**config.mk**
```make
export PLATFORM = sky130hd
export DESIGN_NAME = pipe_stage_buf
export DESIGN_NICKNAME = d
export VERILOG_FILES = /design/src/rtl/pipe_stage_buf_pkg.sv /design/src/rtl/pipe_stage_buf_entry.sv /design/src/rtl/pipe_stage_buf.sv
export SDC_FILE = /design/constraint.sdc
export NUM_CORES = 1
export LEC_CHECK = 0
export ABC_AREA = 1
export CAP_MARGIN = 20
export CORE_MARGIN = 2
export CORE_UTILIZATION = 40
export CTS_CLUSTER_DIAMETER = 150
export DETAILED_ROUTE_END_ITERATION = 6
export PLACE_DENSITY = 0.78
export SYNTH_ARGS = -nofsm -noshare
export SYNTH_HDL_FRONTEND = slang
export SYNTH_SLANG_ARGS = --single-unit
```
**constraint.sdc**
```tcl
create_clock -name clk -period 3.4 [get_ports clk]
set_clock_uncertainty 0.05 [all_clocks]
set_input_delay 0.85 -clock clk [delete_from_list [all_inputs] [get_ports clk]]
set_output_delay 0.85 -clock clk [all_outputs]
set_load 0.01 [all_outputs]
```
**src/rtl/pipe_stage_buf_pkg.sv**
```systemverilog
// Shared constants for the pipeline stage buffer and the CPU stage payloads.
// D/E/M/W bundle widths and packed field offsets live here so each stage
// payload is assembled by concatenation in exactly one place.
package pipe_stage_buf_pkg;

  // Occupancy counter width (0..2 entries)
  localparam int OCC_W   = 2;

  // Basic field widths
  localparam int PC_W    = 32;
  localparam int INST_W  = 32;
  localparam int XLEN    = 32;
  localparam int RID_W   = 5;
  localparam int CTRL_W  = 8;

  // D bundle: {pc, inst}
  localparam int D_INST_LSB = 0;
  localparam int D_PC_LSB   = D_INST_LSB + INST_W;
  localparam int D_BUS_W    = D_PC_LSB + PC_W;

  // E bundle: {pc, ctrl, rd, src2, src1}
  localparam int E_SRC1_LSB = 0;
  localparam int E_SRC2_LSB = E_SRC1_LSB + XLEN;
  localparam int E_RD_LSB   = E_SRC2_LSB + XLEN;
  localparam int E_CTRL_LSB = E_RD_LSB + RID_W;
  localparam int E_PC_LSB   = E_CTRL_LSB + CTRL_W;
  localparam int E_BUS_W    = E_PC_LSB + PC_W;

  // M bundle: {pc, rd, alu_res}
  localparam int M_RES_LSB  = 0;
  localparam int M_RD_LSB   = M_RES_LSB + XLEN;
  localparam int M_PC_LSB   = M_RD_LSB + RID_W;
  localparam int M_BUS_W    = M_PC_LSB + PC_W;

  // W bundle: {pc, we, rd, wb_data}
  localparam int W_DATA_LSB = 0;
  localparam int W_RD_LSB   = W_DATA_LSB + XLEN;
  localparam int W_WE_LSB   = W_RD_LSB + RID_W;
  localparam int W_PC_LSB   = W_WE_LSB + 1;
  localparam int W_BUS_W    = W_PC_LSB + PC_W;

endpackage

```
**src/rtl/pipe_stage_buf_entry.sv**
```systemverilog
// pipe_entry_reg: one valid bit plus payload register.
//   clk, reset  : clock, async active-high reset (valid=0, payload=RST_VAL)
//   i_clr       : synchronous clear of the valid bit (wins over i_load)
//   i_load      : load i_valid / i_data this edge
//   o_valid, o_data : registered entry
module pipe_entry_reg
  import pipe_stage_buf_pkg::*;
#(
  parameter int                DATA_W  = 32,
  parameter logic [DATA_W-1:0] RST_VAL = '0
) (
  input  logic              clk,
  input  logic              reset,
  input  logic              i_clr,
  input  logic              i_load,
  input  logic              i_valid,
  input  logic [DATA_W-1:0] i_data,
  output logic              o_valid,
  output logic [DATA_W-1:0] o_data
);

  logic              r_valid;
  logic [DATA_W-1:0] r_data;

  always_ff @(posedge clk or posedge reset) begin
    if (reset) begin
      r_valid <= 1'b0;
      r_data  <= RST_VAL;
    end else begin
      // Payload is don't-care on clear, so it simply follows i_load
      if (i_load) r_data <= i_data;
      if (i_clr)       r_valid <= 1'b0;
      else if (i_load) r_valid <= i_valid;
    end
  end

  assign o_valid = r_valid;
  assign o_data  = r_data;

endmodule

```
**src/rtl/pipe_stage_buf.sv**
```systemverilog
// pipe_stage_buf: generic pipeline stage register with optional skid entry.
//   clk, reset             : clock, async active-high reset
//   flush                  : synchronous kill of all held entries
//   prev_to_this_valid     : upstream offers an entry
//   this_allow_in          : stage accepts this cycle
//   data_i / data_o        : incoming / head payload
//   ready_go               : head finished its work here
//   this_to_next_valid     : head offered downstream
//   next_allow_in          : downstream accepts
//   head_valid, occupancy  : head occupied / number of held entries
module pipe_stage_buf
  import pipe_stage_buf_pkg::*;
#(
  parameter int             DATA_W   = 32,
  parameter int             SKID     = 0,
  parameter int             MASK_OUT = 1,
  parameter logic [1023:0]  RST_DATA = '0
) (
  input  logic              clk,
  input  logic              reset,
  input  logic              flush,
  input  logic              prev_to_this_valid,
  output logic              this_allow_in,
  input  logic [DATA_W-1:0] data_i,
  input  logic              ready_go,
  output logic              this_to_next_valid,
  input  logic              next_allow_in,
  output logic [DATA_W-1:0] data_o,
  output logic              head_valid,
  output logic [OCC_W-1:0]  occupancy
);

  localparam logic [DATA_W-1:0] RST_VAL = RST_DATA[DATA_W-1:0];

  logic              w_head_vld;
  logic [DATA_W-1:0] w_head_data;
  logic              w_head_ld;
  logic              w_head_vin;
  logic [DATA_W-1:0] w_head_din;
  logic              w_skid_vld;
  logic              w_allow;
  logic              w_emit;

  assign this_to_next_valid = w_head_vld & ready_go;
  assign w_emit             = this_to_next_valid & next_allow_in;

  pipe_entry_reg #(.DATA_W(DATA_W), .RST_VAL(RST_VAL)) u_head (
    .clk     (clk),
    .reset   (reset),
    .i_clr   (flush),
    .i_load  (w_head_ld),
    .i_valid (w_head_vin),
    .i_data  (w_head_din),
    .o_valid (w_head_vld),
    .o_data  (w_head_data)
  );

  generate
    if (SKID == 0) begin : g_single
      // Combinational back-pressure: the slot frees in the same cycle it drains
      assign w_allow    = !w_head_vld | (ready_go & next_allow_in);
      assign w_head_ld  = w_allow;
      assign w_head_vin = prev_to_this_valid;
      assign w_head_din = data_i;
      assign w_skid_vld = 1'b0;
    end else begin : g_skid
      logic [DATA_W-1:0] w_skid_data;
      logic              w_skid_ld;

      // Registered back-pressure: only the skid's state gates acceptance
      assign w_allow    = !w_skid_vld;
      // Head refills on emit or when empty; a held skid entry is older than data_i
      assign w_head_ld  = w_emit | !w_head_vld;
      assign w_head_vin = w_skid_vld | prev_to_this_valid;
      assign w_head_din = w_skid_vld ? w_skid_data : data_i;
      // Skid fills when head is stuck and an entry arrives; empties on any emit
      assign w_skid_ld  = w_emit | (w_head_vld & prev_to_this_valid & !w_skid_vld);

      pipe_entry_reg #(.DATA_W(DATA_W), .RST_VAL(RST_VAL)) u_skid (
        .clk     (clk),
        .reset   (reset),
        .i_clr   (flush),
        .i_load  (w_skid_ld),
        .i_valid (!w_emit),
        .i_data  (data_i),
        .o_valid (w_skid_vld),
        .o_data  (w_skid_data)
      );
    end
  endgenerate

  assign this_allow_in = w_allow;
  assign head_valid    = w_head_vld;
  assign occupancy     = OCC_W'(w_head_vld) + OCC_W'(w_skid_vld);
  assign data_o        = (MASK_OUT != 0) ? (w_head_data & {DATA_W{w_head_vld}})
                                         : w_head_data;

  // The skid only ever holds the younger of two entries
  a_skid_needs_head: assert property (@(posedge clk) disable iff (reset)
                                      !(w_skid_vld && !w_head_vld));

endmodule

```
==> results.yml <==
cells_and_area:
  synthToLayoutAreaGrowth_pct: 51.9
  fillCellCount: 376
  layout-drive-gt1-share_pct: 4.51
  num_antenna_cells: 0
  stdcell_area_um2: 2440
  nets: 325
place:
  io_buffer_count: 73
  dpl.hpwl_mm: 2.47
  dpl_cell_area_um2: 2350
  gp_congestion: 0.691
drt:
  ant_nets: 0
  drc: 0
  routed_wl_mm: 3.58
  vias: 1497
  first_pass_iters: 4
  vias_per_cell: 4.43
  first_iter_violations: 61
  wl_per_cell_um: 10.6
logic_synthesis:
  ys_warn_count: 0
  synthesis.area_um2: 1600
  synth.distinct_cells: 8
  avgSynthCellArea_um2: 7.36
  ys_seq_elements: 33
  ys_seq_area_share_pct: 51.5
  syn_inst: 218
  syn_nets: 256
floorplan:
  fp.dieW_um: 67.3
  die_area_um2: 4530
  initial_utilization_pct: 40.7
  ios: 75
  core-area_um2: 3940
  num_rows: 23
  die-height_um: 67.3
setup_path:
  crit_type: "in -> out"
  path_cells: "clkdlybuf4s50_1 > nand2_2 > nand2_2 > clkdlybuf4s50_1"
  critPathCaptureType: "output pin"
  cp_top_family: "buffers and inverters"
  arrival_ns: 2.05
  crit_buf_inv: 2
  startpoint_type: "input pin"
  crit_required_ns: 2.50
  worst_path_max_delay_cell: "clkdlybuf4s50_1"
  cp_max_fo: 2
  cpPeakStageDelay_ns: 0.54
sta:
  final-max-slew-violation-count: 0
  maxSlewHeadroom_pct: 61.0
  finalCriticalPeriod_ns: 2.95
  rsz0062_at_grt: "no"
  period_share_pct: 86.7
  hold_viol: 0
  worstMarginPinSlew_ns: 0.585
  max_freq_mhz: 339
  holdWs_ns: 0.457
  setup_tns_ns: 0
  setup_viol: 0
global_route:
  grt_pass1_vias: 1261
  antenna_found_initial: 0
  gr-total-overflow: 0
  grt_pass1_wl_mm: 5.78
  grt_max_degree: 44
  track_usage_pct: 16.8
clock_tree:
  clockRootBuffer: "clkbuf_8"
  clockBufferDepth: 2
  post_cts_buffers: 0
  cts_resized: 0
  cts.sinks: 33
  clk_pin_slew_ns: 0.06
  cts_hold_buf: 0
  cts_made_buffers: 5
  worst_skew_pair.late_latency_ns: 0.27
  htreeDepth: 2
  cts_tree: "yes"
run_status:
  status: "finished, final reports clean"
flow_run:
  drv_cap: 0
worst_hold_path:
  min_path_type: "reg -> reg"
power_and_ir_drop:
  vdd_drop_max_uv: 229
  power_density_nw_per_um2: 407
  p_leak_nw: 1.37
  finalPower_uw: 991
## flip-flops by register name, indices dropped and copies added (netlist names)
| signal | flops |
|---|---|
| u_head.o_data | 32 |
| u_head.o_valid | 1 |
## worst min-delay path, delay by kind of cell, from the launching register on
family	cells	cell delay [ns]
simple gates	2	0.13
flops	1	0.34
## area by class of cell
class | count | area, um^2 | area share [%]
multi-input cells | 135 | 552 | 22.7
repair buffers | 77 | 773 | 31.7
well taps | 50 | 62.6 | 2.57
inverters | 35 | 131 | 5.39
flip-flops and latches | 33 | 827 | 33.9
clock buffers | 8 | 90.1 | 3.70
## cell usage after synthesis
cell	number	area [um^2]
nand2_1	100	375
inv_1	35	131
dfrtp_1	33	826
nand3_1	32	160
buf_4	8	60.1
buf_2	7	35.0
nand2_2	2	12.5
conb_1	1	3.75
## metal layers
metal	up-vias	wire length, um	track usage (%)
li1	774	-	-
met1	678	1590	21.0
met2	40	1750	28.8
met3	5	192	3.50
met4	0	41	6.12
met5	-	0	0
## metrics by stage
step                      utilization, %  instances  setup WS (ns)
after floorplan                        -        218           1.30
after global placement              59.5        330          0.455
after detailed placement            59.5        330          0.445
after CTS                           61.8        338          0.437
after global routing                61.8        338          0.393
final                               61.8        338          0.453
## cells in the final DEF, fill, tap and decap left out, drive strengths merged
| master | n |
|---|---|
| nand2 | 102 |
| clkdlybuf4s50 | 73 |
| inv | 35 |
| dfrtp | 33 |
| nand3 | 32 |
| clkbuf | 8 |
| buf | 4 |
| conb | 1 |
## kinds of logic after synthesis
family / after synthesis / share of synthesized area (%)
buffers and inverters: 50 / 14.1
AND/OR/NAND/NOR: 134 / 34.2
other: 1 / 0.234
flip-flops: 33 / 51.5
## final timing paths
path | depth (start not counted) | startpoint | slack, ns | endpoint
setup / recovery | 4 | ready_go | 0.45 | this_allow_in
hold / removal | 2 | u_head.o_data[22] | 0.46 | u_head.o_data[22]
setup reg to reg | 5 | u_head.o_valid | 1.83 | u_head.o_data[8]
hold reg to reg | 2 | u_head.o_data[22] | 0.46 | u_head.o_data[22]
max in group asynchronous | 3 | reset | 1.76 | u_head.o_data[23]
min in group asynchronous | 2 | reset | 0.89 | u_head.o_data[8]
## power by group
part	switching (mW)	internal, mW
registers	0.0299	0.435
logic	0.105	0.129
clock network	0.127	0.165
total	0.262	0.729
(Power assumes the default switching activity.)
==> variant 1 (same settings) <==
`DATA_W` is set to 32 in 2 places; all go to 64.
--- a/src/rtl/pipe_stage_buf_entry.sv
+++ b/src/rtl/pipe_stage_buf_entry.sv
@@ -6,7 +6,7 @@
 module pipe_entry_reg
   import pipe_stage_buf_pkg::*;
 #(
-  parameter int                DATA_W  = 32,
+  parameter int                DATA_W  = 64,
   parameter logic [DATA_W-1:0] RST_VAL = '0
 ) (
   input  logic              clk,
--- a/src/rtl/pipe_stage_buf.sv
+++ b/src/rtl/pipe_stage_buf.sv
@@ -11,7 +11,7 @@
 module pipe_stage_buf
   import pipe_stage_buf_pkg::*;
 #(
-  parameter int             DATA_W   = 32,
+  parameter int             DATA_W   = 64,
   parameter int             SKID     = 0,
   parameter int             MASK_OUT = 1,
   parameter logic [1023:0]  RST_DATA = '0
Ports: changed (resized data_i and data_o); port bits go from 75 to 139. No check against the original RTL was run, so the function may have changed too.
==> variant 1 against the unedited design <==
Maximum frequency is 0.79% lower. Design area is 92% higher. Area after synthesis is 94% higher. Wire length grew 110%. Worst setup slack worse by 24 ps. Combinational power is 92% higher. Power grew 92%. Sequential cell count rose by 32. Largest power group unchanged. Highest routed layer unchanged.
==> variant 1: results (changes against the unedited design) <==
The average vias per placed instance is 4.46 (+0.76%). The fraction of layout instances using a drive strength above 1 came out at 0.0398 (-0.00536). The number of global-route vias before repair came to 2,928 (+130%).

The routed wire length came out at 7630 um (+110%). The hold path depth is 2 (unchanged). The final non-filler cell total is 655 (+94%). The HPWL reported at the end of detailed placement is 5130 um (+110%). The synthesized netlist net count is 495 (+93%). The net count reported at finish was 618 (+90%). The H-tree depth is 3 (+1). The endpoint identified for the worst register-to-register timing path is u_head.o_data[63]. The wire length of the first global-routing pass is 12,800 um (+120%).

The number of port buffers came out at 137 (+88%). The maximum ir drop on the vdd rail is 0.219 mV (-4.3%). The filler cell count came out at 710 (+89%). The number of flip-flops in the largest register is 64 (+100%).

By count the netlist is led by sky130_fd_sc_hd__nand2_1, sky130_fd_sc_hd__inv_1, sky130_fd_sc_hd__dfrtp_1, sky130_fd_sc_hd__nand3_1, sky130_fd_sc_hd__buf_2. The number of diodes came to 0 (unchanged). The clock tree buffer depth came out at 2 (unchanged).

By area the synthesized netlist is led by sky130_fd_sc_hd__dfrtp_1, sky130_fd_sc_hd__nand2_1, sky130_fd_sc_hd__nand3_1. The synthesized-area fraction occupied by ao, oa, aoi and oai cells is 0 (unchanged). The total global routing track utilization is 0.185 (+0.0167).

The leakage power of the design was 2.64 nW (+92%). The total CTS buffers is 9 (+4). The worst-margin pin slew is 795 ps (+210 ps). The slowest stage of the critical path is the sky130_fd_sc_hd__clkdlybuf4s50_1 cell.

The violation count after the first detailed-routing iteration came out at 138 (+130%). The number of buffers added for setup after CTS came out at 0 (unchanged). The final worst hold slack is 457 ps (-0.630 ps). The worst hold path belongs to the class flip-flop to flip-flop. The worst hold path begins at u_head.o_data[43]. The worst-case reg-to-reg path depth is 4 (-1). The insertion delay to the later sink of the worst-skew pair came out at 320 ps (+50 ps). The slack of the worst reg-to-reg path came out at 1650 ps (-180 ps).

The pin count of the biggest net entering global routing came out at 66 (+50%). The final weighted congestion in routability-driven placement came out at 0.733 (+6.1%). The stage delay of the slowest cell on the critical path is 560 ps (+20 ps).

The flow ran to the end, and the final reports show no timing, DRC or antenna violations. The hold path endpoint is u_head.o_data[43].
variant 1: cells by family after synthesis:
group	after synthesis
simple gates	262
buf+inv	97
flops	65
other cells	1
variant 1: cell type report:
class                           count  area, um^2  area share
Sequential cell                    65        1630       0.349
Timing Repair Buffer              142        1430       0.307
Multi-Input combinational cell    263        1070       0.230
Inverter                           67         251      0.0538
Clock buffer                       12         135      0.0289
Tap cell                          102         128      0.0273
Clock inverter                      4        20.0     0.00429
variant 1: per-stage QoR:
step,setup slack [ps],area (um^2)
floorplan,874,3120
global placement,394,4520
detailed placement,402,4520
CTS,402,4670
global route,276,4670
finish,430,4670
variant 1: how the worst max path moves through the flow:
stage	from	endpoint	slack, ps	cells past startpoint
global route	u_head.o_valid	data_o[17]	280	4
floorplan	reset	u_head.o_data[0]	870	1
finish	ready_go	this_to_next_valid	430	4
detailed placement	ready_go	this_to_next_valid	400	4
global placement	ready_go	this_to_next_valid	390	4
CTS	ready_go	this_to_next_valid	400	4
variant 1: tightest hold or removal path: cells and delay by family (launching register included):
| family | cells | cell delay [ps] |
|---|---|---|
| flops | 1 | 340 |
| simple gates | 2 | 140 |
variant 1: per-layer routing:
metal / global-route usage / part of all wire
met1: 0.233 / 0.45
met2: 0.319 / 0.49
met3: 0.0374 / 0.055
met4: 0.0647 / 0.010
met5: 0 / 0
variant 1: power by group:
part           switching, mW  internal, mW  leakage [nW]
Combinational          0.207         0.243          1.78
Sequential            0.0616         0.858         0.776
Clock                  0.268         0.260        0.0839
==> variant 2 (same flow settings) <==
Made on the original files. Reset style: synchronous (`reset`), changed in one clocked block. Comments in the files are not updated.
--- a/src/rtl/pipe_stage_buf_entry.sv
+++ b/src/rtl/pipe_stage_buf_entry.sv
@@ -22,7 +22,7 @@
   logic              r_valid;
   logic [DATA_W-1:0] r_data;
 
-  always_ff @(posedge clk or posedge reset) begin
+  always_ff @(posedge clk) begin
     if (reset) begin
       r_valid <= 1'b0;
       r_data  <= RST_VAL;
Check against the original RTL: differs if reset is asserted again (counterexample within 4 cycles, from zero or initial values and one cycle with reset high); with reset held inactive, the same outputs for 10 cycles.
==> variant 2 against the unedited design <==
Maximum frequency increased by 1.2%. Sequential cell count is the same. Area after synthesis rose by 11%. First-iteration DRC count increased by 82%. Wire length grew 5.4%. Hold slack better by 35 ps. Combinational power decreased by 31%. Count of clock-buffer cells in the layout shrank 1. Worst setup slack better by 36 ps. Non-clock buffer count is 2 lower. Power down 12%. Design area grew 4.0%. Synthesized cell count is 33% higher. Utilization decreased by 3.2 points.
==> variant 2: results (changes against the unedited design) <==
The run finished with clean final reports. The total CTS buffers is 5 (unchanged). The placed cell area came out at 2450 um^2 (+4.3%). The final weighted congestion in routability-driven placement was 0.704 (+1.9%). The stage delay of the slowest cell on the critical path is 530 ps. The H-tree depth came out at 2 (unchanged). The number of distinct library cells after synthesis was 12 (+4). The family with the most delay on the worst path is buffers and inverters. The leakage power of the design is 1.32 nW (-3.8%). The fraction of synthesis flops using an asynchronous set or reset pin came out at 0 (-1.00). For this design, the slowest cell found on the critical path is sky130_fd_sc_hd__clkdlybuf4s50_1. The number of diodes came out at 0 (unchanged). The clock tree buffer depth came out at 2 (unchanged). The total global routing track utilization came out at 0.148 (-0.0202). The number of global-route vias before repair came out at 1,438 (+14%). The synthesized-area fraction occupied by ao, oa, aoi and oai cells came out at 0.0925 (+0.0925). The mux share of post-synthesis cell area was 0 (unchanged).

The initial antenna violation count is 0 (unchanged). The tree is rooted in a sky130_fd_sc_hd__clkbuf_8. The worst hold path begins at u_head.o_data[5]. The post-synthesis average cell area is 6.18 um^2 (-16%). The worst hold-check path type is flip-flop to flip-flop. The number of placed cells counting well taps came to 393 (+19%). The via count is 1,733 (+16%). The routed wire length per instance is 9.43 um (-11%).

The post-cts gate resize count is 0 (unchanged). The number of buffers added for setup after CTS came out at 0 (unchanged). The maximum ir drop on the vdd rail is 0.244 mV (+6.2%). The register area share after synthesis came to 0.370 (-0.145).

The most critical setup path has its startpoint at ready_go. The data arrival time of the critical path came to 2010 ps (-40 ps). The wire length of the first global-routing pass is 6130 um (+6.2%). The fraction of layout instances using a drive strength above 1 came out at 0.0316 (-0.0135).

The filler cell count is 420 (+12%). The minimum setup slack after placement came out at 485 ps (+39.7 ps). The number of flip-flops in the largest register is 32 (unchanged). After synthesis, the cell types taking the most area are sky130_fd_sc_hd__dfxtp_1, sky130_fd_sc_hd__inv_1, sky130_fd_sc_hd__nand2_1.

The synthesized netlist net count was 327 (+28%). The pin count of the biggest net entering global routing came to 101 (+130%). The violation count after the first detailed-routing iteration came to 111 (+82%). The CTS clock-pin slew for the worst setup and hold paths is 60 ps (about the same). The worst flop-to-flop path startpoint is u_head.o_valid. Sorting the synthesized cells by how often they occur yields sky130_fd_sc_hd__inv_1, sky130_fd_sc_hd__nand2_1, sky130_fd_sc_hd__a21oi_1, sky130_fd_sc_hd__dfxtp_1. The maximum fanout along the worst path came out at 2 (unchanged). The relative max-transition margin is 0.347 (-0.263). The final non-filler cell total was 400 (+18%). The total of warnings raised by yosys came out at 0 (unchanged).

The insertion delay to the later sink of the worst-skew pair came out at 270 ps (about the same). The switching share of total power was 0.247 (-0.0173). The number of port buffers is 73 (unchanged). The HPWL reported at the end of detailed placement came out at 2390 um (-3.3%). The share of the synthesized netlist area taken by xor and xnor gates is 0 (unchanged). The synthesized-area fraction occupied by adder cells came out at 0 (unchanged).
-- variant 2: cell types whose count changed after synthesis, sizes merged --
cell	change
buf	+7
a21oi	+33
nand2	-35
nor2	+32
or2	+1
dfxtp	+33
dfrtp	-33
clkbuf	+1
inv	+32
-- variant 2: power groups by stage --
stage / registers, mW / logic [mW] / clock network, mW
3_5_place_dp: 0.435 / 0.162 / 0
5_1_grt: 0.430 / 0.182 / 0.314
4_1_cts: 0.427 / 0.163 / 0.303
2_1_floorplan: 0.433 / 0.0985 / 0
6_report: 0.427 / 0.161 / 0.288
3_3_place_gp: 0.434 / 0.160 / 0
-- variant 2: worst register-to-register path, stage by stage, from the launching register on --
cell and delay, ps:
sky130_fd_sc_hd__dfxtp_2 340, sky130_fd_sc_hd__buf_12 300, sky130_fd_sc_hd__nand3_1 200, sky130_fd_sc_hd__nand2_1 90, sky130_fd_sc_hd__nor2_1 50
-- variant 2: area by class of cell --
class	count	area [um^2]	area share
clock buffer	7	86.3	0.0341
inverter	67	251	0.0993
multi-input combinational	166	709	0.280
sequential	33	662	0.261
tap	52	65.1	0.0257
timing repair buffer	75	758	0.299
-- variant 2: path summary, 6_finish.rpt --
kind                       end  slack [ps]  cells past startpoint
max              this_allow_in         490                      4
max reg2reg  u_head.o_data[10]        2270                      4
min reg2reg   u_head.o_data[5]         490                      4
min           u_head.o_data[5]         490                      4
-- variant 2: per-layer routing --
metal	GRT usage	vias to the layer above	share of wire	routed length [um]
met5	0	-	0	0
met4	0.0419	0	0.0037	14
met3	0.0613	2	0.064	242
met2	0.240	39	0.47	1780
met1	0.182	730	0.46	1730
li1	-	962	-	-
